**src/rtl/cpu_stream_arbiter.sv**
```systemverilog
// cpu_stream_arbiter: merges the single-cycle data_vld/data pulses of N_SRC
// cpu instances into one valid/ready stream. Every source has a small FIFO,
// and a round-robin scheduler drains the FIFOs into a registered output
// tagged with the source index.
// Optional feature: define CPU_STREAM_ARBITER_STATS_EN to add the per-source
// stat_cnt (accepted words) and stat_drop (dropped words) counters.
module cpu_stream_arbiter #(
  parameter int N_SRC      = 4,
  parameter int DATA_W     = 64,
  parameter int FIFO_DEPTH = 4,
  parameter int SRC_W      = $clog2(N_SRC)
) (
  input  logic                    clk,
  input  logic                    rst,
  input  logic [N_SRC-1:0]        in_vld,
  input  logic [N_SRC*DATA_W-1:0] in_data,
  output logic                    out_vld,
  input  logic                    out_rdy,
  output logic [DATA_W-1:0]       out_data,
  output logic [SRC_W-1:0]        out_src,
`ifdef CPU_STREAM_ARBITER_STATS_EN
  output logic [N_SRC*32-1:0]     stat_cnt,
  output logic [N_SRC*32-1:0]     stat_drop,
`endif
  output logic [N_SRC-1:0]        overflow
);

  localparam int ADDR_W = $clog2(FIFO_DEPTH);
  localparam int PTR_W  = ADDR_W + 1;

  typedef enum logic {ST_EMPTY, ST_HOLD} arbState_t;

  arbState_t         r_state;
  arbState_t         w_nextState;
  logic [DATA_W-1:0] r_outData;
  logic [SRC_W-1:0]  r_outSrc;
  logic [SRC_W-1:0]  r_rrLast;

  logic [N_SRC-1:0]  w_empty;
  logic [N_SRC-1:0]  w_full;
  logic [N_SRC-1:0]  w_pop;
  logic [N_SRC-1:0]  w_push;
  logic [N_SRC-1:0]  w_drop;
  logic [N_SRC-1:0]  w_overflow;
  logic [DATA_W-1:0] w_fifoHead [N_SRC];

  logic              w_load;
  logic              w_popEn;
  logic              w_anyValid;
  logic [SRC_W-1:0]  w_grant;
  logic [DATA_W-1:0] w_head;

  // Round-robin search: first non-empty FIFO after the last granted source,
  // based on occupancy before this edge's pushes.
  always_comb begin
    logic [SRC_W-1:0] cand;
    cand       = '0;
    w_grant    = '0;
    w_anyValid = 1'b0;
    for (int k = N_SRC; k >= 1; k--) begin
      cand = SRC_W'((int'(r_rrLast) + k) % N_SRC);
      if (!w_empty[cand]) begin
        w_grant    = cand;
        w_anyValid = 1'b1;
      end
    end
  end

  assign w_head  = w_fifoHead[w_grant];
  assign w_popEn = w_load && w_anyValid;

  for (genvar gi = 0; gi < N_SRC; gi++) begin : g_fifo
    logic [PTR_W-1:0]  r_wrPtr;
    logic [PTR_W-1:0]  r_rdPtr;
    logic              r_ovf;
    logic [DATA_W-1:0] r_mem [FIFO_DEPTH];

    assign w_empty[gi]    = (r_wrPtr == r_rdPtr);
    assign w_full[gi]     = (r_wrPtr[ADDR_W] != r_rdPtr[ADDR_W]) &&
                            (r_wrPtr[ADDR_W-1:0] == r_rdPtr[ADDR_W-1:0]);
    assign w_pop[gi]      = w_popEn && (w_grant == SRC_W'(gi));
    assign w_push[gi]     = in_vld[gi] && (!w_full[gi] || w_pop[gi]);
    assign w_drop[gi]     = in_vld[gi] && !w_push[gi];
    assign w_fifoHead[gi] = r_mem[r_rdPtr[ADDR_W-1:0]];
    assign w_overflow[gi] = r_ovf;

    // Pointer bookkeeping and the sticky drop flag; reset empties the FIFO.
    always_ff @(posedge clk) begin
      if (rst) begin
        r_wrPtr <= '0;
        r_rdPtr <= '0;
        r_ovf   <= 1'b0;
      end else begin
        if (w_push[gi]) r_wrPtr <= r_wrPtr + PTR_W'(1);
        if (w_pop[gi])  r_rdPtr <= r_rdPtr + PTR_W'(1);
        if (w_drop[gi]) r_ovf   <= 1'b1;
      end
    end

    // Storage array, written only when a push is accepted.
    always_ff @(posedge clk) begin
      if (!rst && w_push[gi]) r_mem[r_wrPtr[ADDR_W-1:0]] <= in_data[gi*DATA_W +: DATA_W];
    end

`ifdef CPU_STREAM_ARBITER_STATS_EN
    logic [31:0] r_statCnt;
    logic [31:0] r_statDrop;

    assign stat_cnt[gi*32 +: 32]  = r_statCnt;
    assign stat_drop[gi*32 +: 32] = r_statDrop;

    // Saturating counters of accepted output words and dropped input words.
    always_ff @(posedge clk) begin
      if (rst) begin
        r_statCnt  <= '0;
        r_statDrop <= '0;
      end else begin
        if ((r_state == ST_HOLD) && out_rdy && (r_outSrc == SRC_W'(gi)) && (r_statCnt != 32'hFFFF_FFFF))
          r_statCnt <= r_statCnt + 32'd1;
        if (w_drop[gi] && (r_statDrop != 32'hFFFF_FFFF))
          r_statDrop <= r_statDrop + 32'd1;
      end
    end
`endif
  end

  // Output register state: load when empty or when the held word is taken.
  always_comb begin
    w_nextState = r_state;
    w_load      = (r_state == ST_EMPTY) || out_rdy;
    if (w_load) w_nextState = w_anyValid ? ST_HOLD : ST_EMPTY;
  end

  // State register for the output stage.
  always_ff @(posedge clk) begin
    if (rst) r_state <= ST_EMPTY;
    else     r_state <= w_nextState;
  end

  // Output data/tag register and round-robin pointer, updated on each grant.
  always_ff @(posedge clk) begin
    if (rst) begin
      r_outData <= '0;
      r_outSrc  <= '0;
      r_rrLast  <= SRC_W'(N_SRC - 1);
    end else if (w_popEn) begin
      r_outData <= w_head;
      r_outSrc  <= w_grant;
      r_rrLast  <= w_grant;
    end
  end

  assign out_vld  = (r_state == ST_HOLD);
  assign out_data = r_outData;
  assign out_src  = r_outSrc;
  assign overflow = w_overflow;

endmodule

```
**config.mk**
```make
export PLATFORM = sky130hd
export DESIGN_NAME = cpu_stream_arbiter
export DESIGN_NICKNAME = d
export VERILOG_FILES = /design/src/rtl/cpu_stream_arbiter.sv
export SDC_FILE = /design/constraint.sdc
export NUM_CORES = 1
export LEC_CHECK = 0
export BUFFER_PORTS_ARGS = -buffer_cell sky130_fd_sc_hd__buf_2
export CORE_ASPECT_RATIO = 0.8
export CORE_UTILIZATION = 64
export DETAILED_ROUTE_END_ITERATION = 8
export PLACE_DENSITY = 0.84
export SYNTH_ARGS = -nofsm -noshare
export SYNTH_HDL_FRONTEND = slang
export SYNTH_SLANG_ARGS = --single-unit
```
**constraint.sdc**
```tcl
create_clock -name clk -period 14.5 [get_ports clk]
set_input_delay 2.9 -clock clk [delete_from_list [all_inputs] [get_ports clk]]
set_output_delay 2.9 -clock clk [all_outputs]
set_load 0.005 [all_outputs]
```
### Yosys cells after proc, flatten, opt, wreduce, memory -nomap -nowiden

Memory sizes are Yosys's and may differ from the RTL's. A register that Yosys moved wholly into a read port is not among the register bits.
Index checks and enable logic that the tools add are counted.
Widths: inputs -> output; s select.

* bitwise logic cells: 2
* magnitude comparators: 5
* add/sub/neg operators: 12
* muxes and demuxes: 36
* equal/unequal tests: 15
* reductions and logical operators: 36

Operators by type and width (number)
* $bmux 64 s2: 1
* $mux 64: 2
* $add 3x1->3 const B: 8
* $mux 2: 12
* $logic_and 1x1->1: 21
* $mux 1: 17
* $eq 3x3->1: 4
* $lt 2x3->1 const B: 4
* $logic_not 1->1: 9
* $bmux 1 s2: 4
* $eq 2x2->1: 4
* $logic_or 1x1->1: 5
* $add 2x1->2 const B: 2
* $add 2x2->2 const B: 2
* $eq 2x2->1 const B: 2
* $ne 1x1->1: 4
* $ge 3x3->1 const B: 1
* $not 2->3: 1
* $eq 2x1->1 const B: 1
* $logic_not 2->1: 1
* $not 1->1: 1

* memories: 4
* RAM bits: 1024
* register bits: 97

Memories
* g_fifo[0].r_mem: words 4, bits a word 64, read ports 1, clocked after Yosys merged registers in 1, write ports 1, line 76 `logic [DATA_W-1:0] r_mem [FIFO_DEPTH];`
* g_fifo[1].r_mem: words 4, bits a word 64, read ports 1, clocked after Yosys merged registers in 1, write ports 1, line 76
* g_fifo[2].r_mem: words 4, bits a word 64, read ports 1, clocked after Yosys merged registers in 1, write ports 1, line 76
* g_fifo[3].r_mem: words 4, bits a word 64, read ports 1, clocked after Yosys merged registers in 1, write ports 1, line 76

### Logic depth before layout (Yosys ltp)

Gate-level depths: netlist of run 1.

* word-level depth: 14
* depth in mapped cells: 9
* gate-level depth less buffers: 6

### Worst setup path before layout of run 1

No wires, ideal clock.

* kind: input -> register
* start point: input port out_rdy
* end point: memory g_fifo[3].r_mem[3][0], enable pin
* slack: 6.284 ns
* required time: 13.961 ns
* path buffers: 2
* arrival time: 7.677 ns
* stages: 6
* cells stage by stage: nand2b_1 -> clkbuf_8 -> a21boi_1 -> o211ai_4 -> buf_2 -> a2111oi_2

* word-level cells in the longest chain between the ends: 8

Ends and longest elaborated chain
* start, declared: line 18 `input logic out_rdy,`
* $logic_or 1x1->1: line 130 `w_load = (r_state == ST_EMPTY) || out_rdy;`
* $logic_and 1x1->1: line 70 `assign w_popEn = w_load && w_anyValid;`
* $logic_and 1x1->1: line 81 `assign w_pop[gi] = w_popEn && (w_grant == SRC_W'(gi));`
* $logic_or 1x1->1: line 82 `assign w_push[gi] = in_vld[gi] && (!w_full[gi] || w_pop[gi]);`
* $logic_and 1x1->1: line 82
* $logic_and 1x1->1: line 102 `if (!rst && w_push[gi]) r_mem[r_wrPtr[ADDR_W-1:0]] <= in_data[gi*DATA_W +: DATA_W];`
* $mux 1: line 102
* $mux 1 (implied by the code): line 102
* end, declared: line 76

Every way passes these cells.

==> results.json, run 1 <==
{
  "status": "finished clean",
  "cts_setup_buffers": 0,
  "multi_input_area_um2": 10100,
  "clock-sinks": 1129,
  "skew_ns": 0.0178,
  "die_w_um": 294,
  "row_count": 85,
  "cp_num_buf_inv": 2,
  "syn_nets": 2501,
  "syn2layout_area_growth_pct": 13.4,
  "final_max_slew_viol_count": 0,
  "ys_seq_area_share_pct": 75.5,
  "drt_pass1_iterations": 6,
  "hpwl_um": 64500,
  "die-area_um2": 69100,
  "path_class": "primary input to flop",
  "drive_above_1_share_pct": 31.3,
  "relSlewSlack_pct": 18.8,
  "async_flop_share_pct": 0,
  "gp_congestion": 0.853,
  "rsz0062_at_grt": "no",
  "crit_fanout": 64,
  "ant_nets": 0,
  "dp_cells": 3335,
  "seqCellArea_um2": 32900,
  "startpoint_type": "primary input",
  "layout.nets": 2807,
  "worst_pin_slew_ns": 1.22,
  "syn_area_um2": 43500,
  "ys_types": 66,
  "antenna_found_initial": 59,
  "setup_viol": 0,
  "max_freq_mhz": 183,
  "grt_pass1_vias": 24216,
  "yosys.cell_count.top_type": "edfxtp_1",
  "drtIter0Drc": 3325,
  "synth_area_leaders": "edfxtp_1 (71%), mux4_2 (13%), dfxtp_1 (4.8%)",
  "drv_cap": 0,
  "netlist_instances": 2218,
  "path_cells": "buf_2 > clkinv_1 > nand3_4 > a21oi_1 > a211o_1",
  "grtUsageTotal_pct": 32.4,
  "cts_hold_buf": 0,
  "synth_area_leader_cell": "edfxtp_1",
  "cts_resized": 0,
  "htreeDepth": 3,
  "leakage_nw": 16.5,
  "cts_tree": "yes",
  "finalPower_mw": 9.78,
  "yosysWarnings": 0,
  "synthFlopType": "edfxtp_1",
  "critical_path_required_ns": 15.06,
  "io_buffers": 333,
  "path_clk_slew_ns": 0.07,
  "setup-tns-final_ns": 0,
  "wirelength_um": 112000,
  "fin_cells": 3577,
  "synth.avg_cell_area_um2": 19.6,
  "power_density_nw_per_um2": 198,
  "viasPerCell": 6.80,
  "ir_drop_mv": 0.313,
  "cp.arrival_ns": 6.02,
  "crit_path_top_delay_cell": "nand3_4",
  "cts_buffers": 100,
  "grt_max_degree": 77,
  "synth_common_cells": "edfxtp_1 (1024), mux4_2 (256), a21oi_1 (146)",
  "end_kind": "flop",
  "finalHoldViolCount": 0,
  "clockBufferDepth": 3,
  "fin_crit_sh_pct": 37.6,
  "start_util_pct": 64.7,
  "core_um2": 67300,
  "cts_root_buf": "clkbuf_16",
  "drc": 0,
  "utilization_pct": 73.3,
  "synth-seq-cells": 1129,
  "worstHoldPathType": "flop to flop",
  "synth_edf_count": 1024,
  "boundaryPins": 334,
  "fillCellCount": 3722,
  "grt_remaining_overflow": 0,
  "clock_latency_ns": 0.68,
  "vias": 24338,
  "synth_top_area_share_pct": 70.6,
  "grt_pass1_wl_um": 160000,
  "path_delay_family": "buffers and inverters",
  "die_h_um": 235,
  "wl_per_cell_um": 31.4,
  "max_stage_delay_ns": 1.00,
  "min_period_ns": 5.46
}
## sequential cells by signal, summed over array words and instances (netlist names), named ones only
signal and flops:
g_fifo.r_mem 1024, g_fifo.r_wrPtr 12, g_fifo.r_ovf 4, out_data 64, out_src 2, out_vld 1, g_fifo.r_rdPtr 12, r_rrLast 2
## layout by cell type (no fill, tap or decap), drive strengths merged, types with 8 or more instances in the layout
master    synthesis  final
o211ai            8      8
buf              64    349
xnor2             9      9
xor2              9      9
clkinv            1     37
o21ai           134    134
nand3           139    139
ha               20     20
mux4            256    256
inv              19     24
and3             20     20
o311ai            8      8
diode             0     53
nor3              8      8
nand2            24     24
a211o            64     64
nor2             23     23
edfxtp         1024   1024
clkinvlp          0      9
clkbuf           81    134
a21oi           146    146
dfxtp           105    105
## metal layers
metal  track usage [%]  vias to the layer above  routed length, µm
met5                 0                        -                102
met4              11.8                       18               4080
met3              6.82                      274              12100
met2              53.4                     1768              56600
met1              43.4                    12439              39400
li1                  -                     9839                  -
## worst paths after layout
path	from	endpoint	slack [ns]	cells after the start
worst max-delay path	rst	out_data[46]	9.04	5
worst min-delay path	out_data[15]	out_data[15]	0.49	1
worst max register to register	g_fifo[1].r_wrPtr[1]	g_fifo[2].r_mem[0][11]	10.38	6
worst min register to register	out_data[15]	out_data[15]	0.49	1
## power breakdown
group | internal (mW) | total (mW) | switching [mW]
Sequential | 3.94 | 4.24 | 0.302
Combinational | 1.03 | 2.88 | 1.85
Clock | 1.45 | 2.65 | 1.20
Total | 6.42 | 9.78 | 3.36
## cells by family after synthesis
| family | share of synthesized area [%] |
|---|---|
| buffers and inverters | 1.66 |
| AO/OA/AOI/OAI | 5.59 |
| multiplexers | 13.4 |
| AND/OR/NAND/NOR | 2.83 |
| adder cells (fa/ha/maj) | 0.575 |
| flip-flops | 75.5 |
| XOR/XNOR | 0.448 |
## worst register-to-register path: cells and delay by family, from the launching register on
family | cells | cell delay, ns
xor gates and xnor gates | 1 | 0.17
AOI/OAI and AO/OA | 2 | 1.16
and+or+nand+nor | 3 | 1.86
DFF | 1 | 0.46
## through the flow
step                      hold WS (ns)  cell area (µm²)  setup WS [ns]
after CTS                        0.484            49200           9.19
after global routing             0.508            49300           8.91
after detailed placement         0.464            46000           8.52
after global placement           0.444            46000           8.64
final                            0.488            49400           9.04
after floorplan                  0.438            43500           6.28
## area by class of cell
type,instances,share of cell area [%]
diodes,53,0.269
clock buffers,134,5.63
clock inverters,55,1.02
inverters,20,0.152
multi-input cells,924,20.4
flip-flops and latches,1129,66.6
well taps,913,2.31
repair buffers,349,3.62
No activity file was read; power rests on OpenSTA's default activity.
==> run 2, diff against run 1 <==
--- a/config.mk
+++ b/config.mk
@@ -5,11 +5,12 @@
 export SDC_FILE = /design/constraint.sdc
 export NUM_CORES = 1
 export LEC_CHECK = 0
+export ABC_AREA = 1
 export BUFFER_PORTS_ARGS = -buffer_cell sky130_fd_sc_hd__buf_2
 export CORE_ASPECT_RATIO = 0.8
-export CORE_UTILIZATION = 64
+export CORE_UTILIZATION = 60
 export DETAILED_ROUTE_END_ITERATION = 8
-export PLACE_DENSITY = 0.84
+export PLACE_DENSITY = 0.8
 export SYNTH_ARGS = -nofsm -noshare
 export SYNTH_HDL_FRONTEND = slang
 export SYNTH_SLANG_ARGS = --single-unit
==> constraint.sdc (replaced) <==
create_clock -name clk -period 5.05 [get_ports clk]
set_input_delay 1.01 -clock clk [delete_from_list [all_inputs] [get_ports clk]]
set_output_delay 1.01 -clock clk [all_outputs]
set_load 0.005 [all_outputs]
==> results.json, run 2 <==
{
  "worst_pin_slew_ns": 1.07,
  "startpoint_type": "flop",
  "synth.avg_cell_area_um2": 12.5,
  "synth_edf_count": 1024,
  "grt_remaining_overflow": 0,
  "final_max_slew_viol_count": 0,
  "core_um2": 72300,
  "final_cell_mix": "edfxtp_1 (1024), o21ai_0 (514), nor2_1 (500)",
  "cts_tree": "yes",
  "row_count": 88,
  "syn_nets": 3801,
  "gp_congestion": 0.937,
  "status": "finished clean",
  "max_freq_mhz": 262,
  "worst_hold_slack_ns": 0.452,
  "wl_per_cell_um": 23.2,
  "synth_area_leader_cell": "edfxtp_1",
  "rsz0062_at_grt": "no",
  "worstHoldPathType": "flop to flop",
  "drv_cap": 0,
  "cts_hold_buf": 0,
  "reg2regPathDepth": 15,
  "ant_nets": 0,
  "synth-seq-cells": 1129,
  "synth_common_cells": "edfxtp_1 (1024), nor2_1 (516), o21ai_0 (514)",
  "drc": 0,
  "power_density_nw_per_um2": 551,
  "cts_buffers": 102,
  "syn_area_um2": 44100,
  "hpwl_um": 70600,
  "clockBufferDepth": 3,
  "ys_seq_area_share_pct": 74.5,
  "setup-tns-final_ns": 0,
  "min_period_ns": 3.82,
  "crit_fanout": 64,
  "synth_area_leaders": "edfxtp_1 (70%), o21ai_0 (5.8%), dfxtp_1 (4.8%)",
  "synthFlopType": "edfxtp_1",
  "die_w_um": 305,
  "ys_types": 36,
  "wirelength_um": 112000,
  "drt_pass1_iterations": 6,
  "r2r_slack_ns": 1.23,
  "yosysWarnings": 0,
  "layout.nets": 4060,
  "grt_pass1_vias": 27431,
  "synth_top_area_share_pct": 69.8,
  "min_to": "g_fifo[0].r_ovf",
  "relSlewSlack_pct": 28.5,
  "vias": 29136,
  "die_h_um": 244,
  "hold_path_depth": 2,
  "syn2layout_area_growth_pct": 13.4,
  "viasPerCell": 6.05,
  "antenna_found_initial": 24,
  "fin_crit_sh_pct": 75.6,
  "end_kind": "flop",
  "largest_reg_flops": 1024,
  "layout_commonest_cell": "edfxtp_1",
  "leakage_nw": 17.7,
  "fillCellCount": 4906,
  "skew_ns": 0.0227,
  "async_flop_share_pct": 0,
  "path_clk_slew_ns": 0.07,
  "seqCellArea_um2": 32900,
  "r2r_start": "g_fifo[0].r_wrPtr[1]",
  "cts_root_buf": "clkbuf_16",
  "die-area_um2": 74500,
  "io_buffers": 333,
  "start_util_pct": 60.9,
  "cts_resized": 0,
  "boundaryPins": 334,
  "cp.arrival_ns": 4.11,
  "yosys.cell_count.top_type": "edfxtp_1",
  "clock_latency_ns": 0.68,
  "setup_viol": 0,
  "htreeDepth": 3,
  "timing.rr.end": "g_fifo[1].r_mem[3][27]",
  "grt_max_degree": 106,
  "finalHoldViolCount": 0,
  "netlist_instances": 3518,
  "hp-start": "g_fifo[0].r_ovf",
  "grtUsageTotal_pct": 29.7,
  "clock-sinks": 1129,
  "drive_above_1_share_pct": 15.4,
  "path_class": "flop to flop",
  "multi_input_area_um2": 10000,
  "ir_drop_mv": 0.626,
  "cts_setup_buffers": 0,
  "critical_path_required_ns": 5.34,
  "drtIter0Drc": 3540,
  "grt_pass1_wl_um": 165000
}
run 2: how the worst max path moves through the flow:
stage,startpoint,to,slack [ns],depth (start not counted)
after floorplan,out_rdy,g_fifo[0].r_mem[0][0],0.11,8
after global placement,g_fifo[2].r_rdPtr[0],g_fifo[1].r_mem[3][1],1.41,13
after detailed placement,g_fifo[2].r_rdPtr[0],g_fifo[0].r_mem[1][55],1.31,13
after CTS,g_fifo[0].r_wrPtr[1],g_fifo[3].r_mem[1][61],1.29,15
after global routing,g_fifo[1].r_wrPtr[0],g_fifo[1].r_mem[3][48],0.99,13
final,g_fifo[0].r_wrPtr[1],g_fifo[1].r_mem[3][27],1.23,15
run 2: layer usage:
layer	vias up	routed length, µm	global-route usage, %
met5	-	137	0
met4	22	3660	10.1
li1	13337	-	-
met3	235	10000	6.58
met2	1376	55000	48.9
met1	14166	43100	39.3
run 2: cell type report:
cell class	count	share of cell area (%)
Sequential cell	1129	65.8
Multi-Input combinational cell	2066	20.0
Clock buffer	134	5.47
Antenna cell	13	0.0651
Timing Repair Buffer	388	4.54
Clock inverter	54	1.07
Tap cell	945	2.37
Inverter	90	0.696
run 2: stage by stage:
step	instances	worst slack [ns]	cell area, µm²	power, mW	util [%]
2_1_floorplan	3518	0.106	44100	16.9	-
3_3_place_gp	4618	1.41	46700	19.8	64.5
3_5_place_dp	4618	1.31	46700	20.0	64.5
4_1_cts	4806	1.29	49900	27.5	69.0
5_1_grt	4815	0.993	50000	28.7	69.1
6_report	4819	1.23	50000	27.5	69.1
run 2: kinds of logic (layout without fill, tap and decap cells):
group | Yosys count | in the layout | synth area share, %
flip-flops | 1129 | 1129 | 74.5
adder cells (fa/ha/maj) | 20 | 20 | 0.568
AND/OR/NAND/NOR | 1156 | 1156 | 10.7
buffers and inverters | 323 | 666 | 3.05
other | 0 | 13 | 0
AO/OA/AOI/OAI | 880 | 880 | 10.9
XOR/XNOR | 10 | 10 | 0.233
run 2: worst max-delay path: stages, from the launching register on:
cell and delay [ns]:
dfxtp_1 0.36, inv_1 0.13, nand2_1 0.07, nand2_1 0.10
nand4_1 0.16, nand3_1 0.18, nand3_1 0.09, nand2_1 0.06
nand2_1 0.08, a21oi_2 0.12, buf_4 0.31, nand3_2 0.21
nand2_1 0.19, nand3_1 0.32, nor2_4 0.18, buf_4 0.75
run 2: power breakdown:
| group | internal, mW | switching [mW] |
|---|---|---|
| Clock | 4.23 | 3.33 |
| Sequential | 10.7 | 0.444 |
| Combinational | 2.42 | 6.39 |
| Total | 17.4 | 10.2 |
